==> config.mk <==
export PLATFORM = sky130hd
export DESIGN_NAME = seq_addsub
export DESIGN_NICKNAME = d
export VERILOG_FILES = /design/src/rtl/seq_addsub_pkg.sv /design/src/rtl/addsub_digit.sv /design/src/rtl/seq_addsub.sv
export SDC_FILE = /design/constraint.sdc
export NUM_CORES = 1
export LEC_CHECK = 0
export ABC_AREA = 0
export ABC_CLOCK_PERIOD_IN_PS = 6700
export CAP_MARGIN = 5
export CORE_UTILIZATION = 40
export DETAILED_ROUTE_END_ITERATION = 8
export PLACE_DENSITY = 0.76
export SYNTH_ARGS = -nofsm -noshare
export SYNTH_HDL_FRONTEND = slang
export SYNTH_SLANG_ARGS = --single-unit
==> constraint.sdc <==
create_clock -name clk -period 6.7 [get_ports clk]
set_clock_uncertainty 0.1 [all_clocks]
set_input_delay 1.34 -clock clk [delete_from_list [all_inputs] [get_ports clk]]
set_output_delay 1.34 -clock clk [all_outputs]
set_load 0.03 [all_outputs]
==> src/rtl/seq_addsub_pkg.sv <==
// Shared types and elaboration helpers for the serial adder/subtractor.
// The full_adder cell lives here so every slice builds its ripple chain from one definition.
package seq_addsub_pkg;

    typedef enum logic [1:0] {
        IDLE = 2'd0,
        RUN  = 2'd1,
        DONE = 2'd2
    } state_t;

    typedef struct packed {
        int unsigned n;      // number of DIGIT-bit slices
        int unsigned cnt_w;  // slice counter width
    } geom_t;

    typedef struct packed {
        logic s;
        logic co;
    } fa_t;

    function automatic geom_t slice_geom(input int unsigned width, input int unsigned digit);
        geom_t g;
        g.n     = width / digit;
        g.cnt_w = (g.n > 1) ? $clog2(g.n) : 1;
        return g;
    endfunction

    function automatic bit geom_ok(input int unsigned width, input int unsigned digit);
        return (digit >= 1) && (digit <= width) && ((width % digit) == 0);
    endfunction

    function automatic fa_t full_adder(input logic x, input logic y, input logic ci);
        fa_t r;
        r.s  = x ^ y ^ ci;
        r.co = (x & y) | (ci & (x ^ y));
        return r;
    endfunction

endpackage

==> src/rtl/addsub_digit.sv <==
// Combinational DIGIT-bit ripple slice built from full_adder cells.
// c_top is the carry entering the slice's top bit, used for overflow detection.
module addsub_digit
    import seq_addsub_pkg::*;
#(
    parameter int DIGIT = 4
) (
    input  logic [DIGIT-1:0] x,
    input  logic [DIGIT-1:0] y,
    input  logic             ci,
    output logic [DIGIT-1:0] s,
    output logic             co,
    output logic             c_top
);

    always_comb begin
        logic c;
        fa_t  fa;
        // NOTE: every output gets a default before the loop so no path leaves one unassigned (no latch).
        s     = '0;
        c_top = ci;
        c     = ci;
        // NOTE: blocking '=' here so each bit uses the carry produced by the bit just below it.
        for (int i = 0; i < DIGIT; i++) begin
            c_top = c;
            fa    = full_adder(x[i], y[i], c);
            s[i]  = fa.s;
            c     = fa.co;
        end
        co = c;
    end

endmodule

==> src/rtl/seq_addsub.sv <==
// Multi-cycle WIDTH-bit adder/subtractor, one DIGIT-bit slice per clock, LSB slice first.
// Define SEQ_ADDSUB_OVF_EN to build the two's-complement overflow output; otherwise ovf is 0.
module seq_addsub
    import seq_addsub_pkg::*;
#(
    parameter int WIDTH = 16,
    parameter int DIGIT = 4
) (
    input  logic             clk,
    input  logic             rst,
    input  logic             start,
    input  logic             sub,
    input  logic [WIDTH-1:0] a,
    input  logic [WIDTH-1:0] b,
    input  logic             cin,
    output logic             busy,
    output logic             done,
    output logic [WIDTH-1:0] sum,
    output logic             cout,
    output logic             ovf
);

    localparam geom_t GEOM  = slice_geom(WIDTH, DIGIT);
    localparam int    N     = int'(GEOM.n);
    localparam int    CNT_W = int'(GEOM.cnt_w);
    localparam logic [CNT_W-1:0] LAST_IDX = CNT_W'(N - 1);

    if (!geom_ok(WIDTH, DIGIT)) begin : g_bad_geometry
        $error("seq_addsub: WIDTH must be a positive multiple of DIGIT");
    end

    state_t           state, state_nxt;
    logic [WIDTH-1:0] op_a, op_b, acc, acc_nxt;
    logic             carry;
    logic [CNT_W-1:0] idx;
    logic [DIGIT-1:0] slice_s;
    logic             slice_co, slice_ci_top;
    logic             last_slice;

    // Operands shift right each RUN cycle, so slice idx is always in the low DIGIT bits.
    addsub_digit #(.DIGIT(DIGIT)) u_digit (
        .x     (op_a[DIGIT-1:0]),
        .y     (op_b[DIGIT-1:0]),
        .ci    (carry),
        .s     (slice_s),
        .co    (slice_co),
        .c_top (slice_ci_top)
    );

    assign acc_nxt    = WIDTH'({slice_s, acc} >> DIGIT);
    assign last_slice = (idx == LAST_IDX);
    assign busy       = (state != IDLE);
    assign done       = (state == DONE);

    always_ff @(posedge clk) begin
        // NOTE: non-blocking '<=' for all registered state so every flop samples pre-edge values.
        if (rst) state <= IDLE;
        else     state <= state_nxt;
    end

    always_comb begin
        state_nxt = state;
        case (state)
            IDLE:    if (start) state_nxt = RUN;
            RUN:     if (last_slice) state_nxt = DONE;
            DONE:    state_nxt = IDLE;
            default: state_nxt = IDLE;
        endcase
    end

    always_ff @(posedge clk) begin
        if (rst) begin
            // NOTE: working registers are cleared too, so an aborted operation leaves no residue.
            op_a  <= '0;
            op_b  <= '0;
            acc   <= '0;
            carry <= 1'b0;
            idx   <= '0;
            sum   <= '0;
            cout  <= 1'b0;
        end else begin
            case (state)
                IDLE: begin
                    if (start) begin
                        op_a  <= a;
                        op_b  <= b ^ {WIDTH{sub}};
                        carry <= cin;
                        idx   <= '0;
                        acc   <= '0;
                    end
                end
                RUN: begin
                    op_a  <= op_a >> DIGIT;
                    op_b  <= op_b >> DIGIT;
                    acc   <= acc_nxt;
                    carry <= slice_co;
                    idx   <= idx + CNT_W'(1);
                    if (last_slice) begin
                        sum  <= acc_nxt;
                        cout <= slice_co;
                    end
                end
                default: ;
            endcase
        end
    end

`ifdef SEQ_ADDSUB_OVF_EN
    always_ff @(posedge clk) begin
        if (rst)
            ovf <= 1'b0;
        else if (state == RUN && last_slice)
            ovf <= slice_ci_top ^ slice_co;
    end
`else
    logic unused_ci_top;
    assign unused_ci_top = slice_ci_top;
    assign ovf           = 1'b0;
`endif

endmodule

# --- After elaboration in Yosys (flattened, before gate mapping) ---
# Index checks and enable logic that the tools add are counted.
word_totals:
  register_bits: 70
  out_inout_bits: 20
op_classes:
  add_sub_neg: 1
  eq_ne: 5
  muxes: 13
  n_bitwise: 21
  n_reduce_logical: 6
ops:
  columns: ["op", "count"]
  rows:
  - ["16-bit case mux with 2 select lines", 3]
  - ["16-bit two-way mux", 3]
  - ["16-bit bitwise XOR", 1]
  - ["1-bit bitwise AND", 8]
  - ["2-bit case mux with 2 select lines", 2]
  - ["1-bit bitwise XOR", 8]
  - ["2-bit two-way mux", 3]
  - ["2-bit AND reduction", 3]
  - ["2-bit equality test, second input constant", 2]
  - ["2-bit inequality test, second input constant", 2]
  - ["1-bit OR", 4]
  - ["2-bit nonzero test", 2]
  - ["2-bit by 1-bit adder with 2-bit output, second input constant", 1]
  - ["2-bit by 1-bit equality test with 1-bit output, second input constant", 1]
  - ["2-bit zero test", 1]
  - ["1-bit case mux with 2 select lines", 1]
  - ["1-bit two-way mux", 1]

# --- Depth between registers and ports, before layout ---
logic_depth:
  word_depth: 10
  depth_mapped: 10

# --- By module ---
# Synthesis repeated with hierarchy kept, for this count alone.
unflattened:
  cells_unflattened: 292
  area_unflattened_um2: 2787.7
by_module_without_submodules:
  columns: ["module", "instances", "cells_per_inst", "area_each_um2", "seq_area_each_um2"]
  rows:
  - ["seq_addsub", 1, 280, 2677.6, 1321.3]
  - ["addsub_digit", 1, 12, 110.1, 0.0]

# --- Worst setup path after synthesis ---
# Ideal clock, no wire load.
synth_path:
  kind: "reg-to-output"
  startpoint: "register state[1]"
  endpoint: "output done"
  arrival_time_ns: 1.118
  slack_ns: 4.142
  stages_incl_launch_ff: 5
  path_cell_list: "dfxtp_1 > buf_6 > inv_1 > clkbuf_1 > nor2_1"
synth_via:
  elab_chain_len: 1
synth_lines:
  columns: ["element", "line_no", "source"]
  rows:
  - ["start: declaration", "seq_addsub.sv:32", "state_t state, state_nxt;"]
  - ["start signal: assignment", "seq_addsub.sv:58", "else state <= state_nxt;"]
  - ["2-bit equality test", "seq_addsub.sv:53", "assign done = (state == DONE);"]
  - ["end: declaration", "seq_addsub.sv:17", "output logic done,"]
# Every way passes these cells.

# --- Worst setup path after layout ---
layout_path:
  startpoint: "register state[0]"
  endpoint: "output busy"
layout_via:
  elab_chain_len: 1
layout_lines:
  columns: ["element", "line_no", "source"]
  rows:
  - ["2-bit nonzero test", "seq_addsub.sv:52", "assign busy = (state != IDLE);"]
  - ["end: declaration", "seq_addsub.sv:16", "output logic busy,"]
# Every way passes these cells.

==> impl_metrics.yaml <==
synthesis:
  synth_top_cells_by_area: "sky130_fd_sc_hd__dfxtp_1, sky130_fd_sc_hd__nor2_1, sky130_fd_sc_hd__a22oi_1"
  asyncSetResetFlopFracSynth: 0
  synthDistinctLibCells: 37
  dominantRegCellSynth: "sky130_fd_sc_hd__dfxtp_1"
  cell_taking_the_most_area_after_synthesis: "sky130_fd_sc_hd__dfxtp_1"
  synthTopCellsByCount: "sky130_fd_sc_hd__dfxtp_1, sky130_fd_sc_hd__nor2_1, sky130_fd_sc_hd__nand2_1"
  post_synth_edffs: 0
  syn_inst: 315
  synthesis.yosys.warnings: 0
  syn_area_per_cell_um2: 9.02
  synth-seq-cells: 66
  synth_seq_area_share: 0.465
  post_syn_area_um2: 2840
  post-synth-top-count-cell: "sky130_fd_sc_hd__dfxtp_1"
  synth_largest_type_area_fraction: 0.465
  number_of_nets_produced_by_synthesis: 357
power_and_ir_drop:
  vdd_ir_drop_max_mv: 0.128
  total_power_mw: 0.878
  clkPwrFrac: 0.379
  power.net_switching_mw: 0.234
  power_density_nw_per_um2: 247
  int_pwr_mw: 0.645
  cell_leakage_power_nw: 1.33
  power.sequential.fraction: 0.488
  power.share.combinational: 0.133
  power.share.switching: 0.266
die:
  fp.coreArea_um2: 6830
  die_height_um: 86.3
  die-area_um2: 7450
  placement_rows: 30
  num_io_pins: 57
  start_util: 0.416
  die_width_um: 86.3
cts:
  tritoncts: "yes"
  maximum_clock_insertion_buffer_count: 2
  clkSinkCount: 66
  cts_inserted_buffers: 9
  cts.repair_timing.setup_buffer_count: 0
  clk_transition_reported_paths_ns: 0.08
  cts.root.buffer_cell: "sky130_fd_sc_hd__clkbuf_8"
  cts-resized-gates: 0
  htree_levels: 3
  worstSkewPairLatency_ns: 0.34
  ctsHoldBuffers: 0
global_route:
  grt.overflow.total: 0
  number_of_global_route_vias_before_repair: 2229
  antenna_violations_before_repair: 0
  grt_pass1_wl_um: 10000
  largest_net_degree_at_the_start_of_global_routing: 69
  grt_usage: 0.173
drt:
  drt_drc_violations_left: 0
  average_vias_per_placed_instance: 5.09
  routed_wire_length_per_instance_um: 13.0
  drt_pass1_iterations: 5
  vias: 2317
  final_ant_viol_nets: 0
  wl_um: 5920
  drt_first_iter_violations: 106
critical_path:
  crit_path_end_kind: "output pin"
  critical_path_peak_fanout: 25
  critPathKind: "reg2out"
  start_kind: "register"
  required_ns: 5.26
  cp_data_arrival_time_ns: 2.44
sta:
  rsz0062_at_grt: "no"
  max_slew.worst_pin.slew_ns: 1.23
  slew_viol_final: 0
  endpoints_failing_setup: 0
  hold_violations: 0
  final.setup.tns_ns: 0
  max_freq_ghz: 0.258
  final.min_clock_period_ns: 3.88
  crit_share_post_route: 0.579
  maxSlewHeadroom: 0.178
final_layout:
  finalNetCount: 396
  layout-drive-gt1-share: 0.0641
  fill_cell_count: 655
  multi_input_comb_area_um2: 1330
  areaGrowthSynthToFinish_pct: 25.0
  register_area_um2: 1320
  antenna_diode_count: 0
run:
  maxCapViolCount: 0
status:
  outcome: "finished, final reports clean"
placed_design:
  gp_congestion: 0.766
  post-dp-hpwl_um: 3960
  io_buffer_count: 55
worst_hold_path:
  timing.hold.worst.class: "reg2reg"
layer usage:
metal	share of wire	GRT usage	up-vias	routed length (um)
li1	-	-	1155	-
met1	0.43	0.208	1091	2560
met2	0.51	0.288	67	3020
met3	0.051	0.0667	4	302
met4	0.0068	0.0500	0	40
met5	0	0	-	0
registers in the layout, summed over array words and instances, names as in the netlist:
name	count
idx	2
op_a	16
carry	1
state	2
op_b	16
sum	16
acc	12
cout	1
logic make-up after synthesis:
group / synth area share
AO/OA/AOI/OAI: 0.217
XOR/XNOR: 0.0493
adder cells (fa/ha/maj): 0.0326
buffers and inverters: 0.0669
flip-flops: 0.465
multiplexers: 0.00352
other: 0.00132
AND/OR/NAND/NOR: 0.165
path summary, 6_finish.rpt:
check / startpoint / end / slack (ns) / cells past startpoint
worst max-delay path: state[0] / busy / 2.82 / 3
worst min-delay path: sum[0] / sum[0] / 0.36 / 2
worst min register to register: sum[0] / sum[0] / 0.36 / 2
worst max register to register: op_b[0] / acc[15] / 4.36 / 9
metrics by stage:
stage / cells / setup WS, ns / hold WS, ns / cell area, um^2 / utilization
finish: 455 / 2.82 / 0.356 / 3550 / 0.520
global route: 455 / 2.60 / 0.379 / 3550 / 0.520
CTS: 455 / 2.79 / 0.357 / 3550 / 0.520
detailed placement: 439 / 3.10 / 0.346 / 3350 / 0.491
global placement: 439 / 3.19 / 0.335 / 3350 / 0.491
floorplan: 315 / 4.14 / 0.327 / 2840 / -
critical path, stage by stage (launching register included):
cell and delay (ns):
sky130_fd_sc_hd__dfxtp_1 0.83, sky130_fd_sc_hd__inv_1 0.42, sky130_fd_sc_hd__nand2_1 0.16, sky130_fd_sc_hd__clkdlybuf4s50_1 0.68
layout make-up:
cell class | count | share of cell area
multi-input combinational | 213 | 0.375
sequential | 66 | 0.372
timing repair buffer | 55 | 0.154
clock buffer | 9 | 0.0349
tap | 96 | 0.0338
clock inverter | 7 | 0.0218
inverter | 9 | 0.00951
layout by cell type (no fill, tap or decap), types with 2 or more instances in the layout:
cell,count
sky130_fd_sc_hd__dfxtp_1,66
sky130_fd_sc_hd__nor2_1,65
sky130_fd_sc_hd__clkdlybuf4s50_1,54
sky130_fd_sc_hd__nand2_1,29
sky130_fd_sc_hd__a22oi_1,19
sky130_fd_sc_hd__a21oi_1,15
sky130_fd_sc_hd__a211oi_1,14
sky130_fd_sc_hd__xnor2_1,10
sky130_fd_sc_hd__inv_1,9
sky130_fd_sc_hd__o2bb2ai_1,9
sky130_fd_sc_hd__clkbuf_8,9
sky130_fd_sc_hd__xor2_1,6
sky130_fd_sc_hd__nor3_1,4
sky130_fd_sc_hd__and3_1,4
sky130_fd_sc_hd__a211o_1,4
sky130_fd_sc_hd__a2111oi_2,4
sky130_fd_sc_hd__a2111oi_1,4
sky130_fd_sc_hd__fa_1,4
sky130_fd_sc_hd__o22ai_1,3
sky130_fd_sc_hd__clkinv_4,3
sky130_fd_sc_hd__nand2b_1,2
sky130_fd_sc_hd__a2bb2oi_1,2
sky130_fd_sc_hd__nor2b_1,2
sky130_fd_sc_hd__a221oi_1,2
power groups by stage:
stage | sequential (mW) | clock [mW] | combinational, mW
2_1_floorplan | 0.432 | 0 | 0.0858
3_3_place_gp | 0.436 | 0 | 0.115
3_5_place_dp | 0.438 | 0 | 0.118
4_1_cts | 0.428 | 0.342 | 0.118
5_1_grt | 0.431 | 0.364 | 0.130
6_report | 0.428 | 0.333 | 0.117
Power figures use the tool's default switching activity.
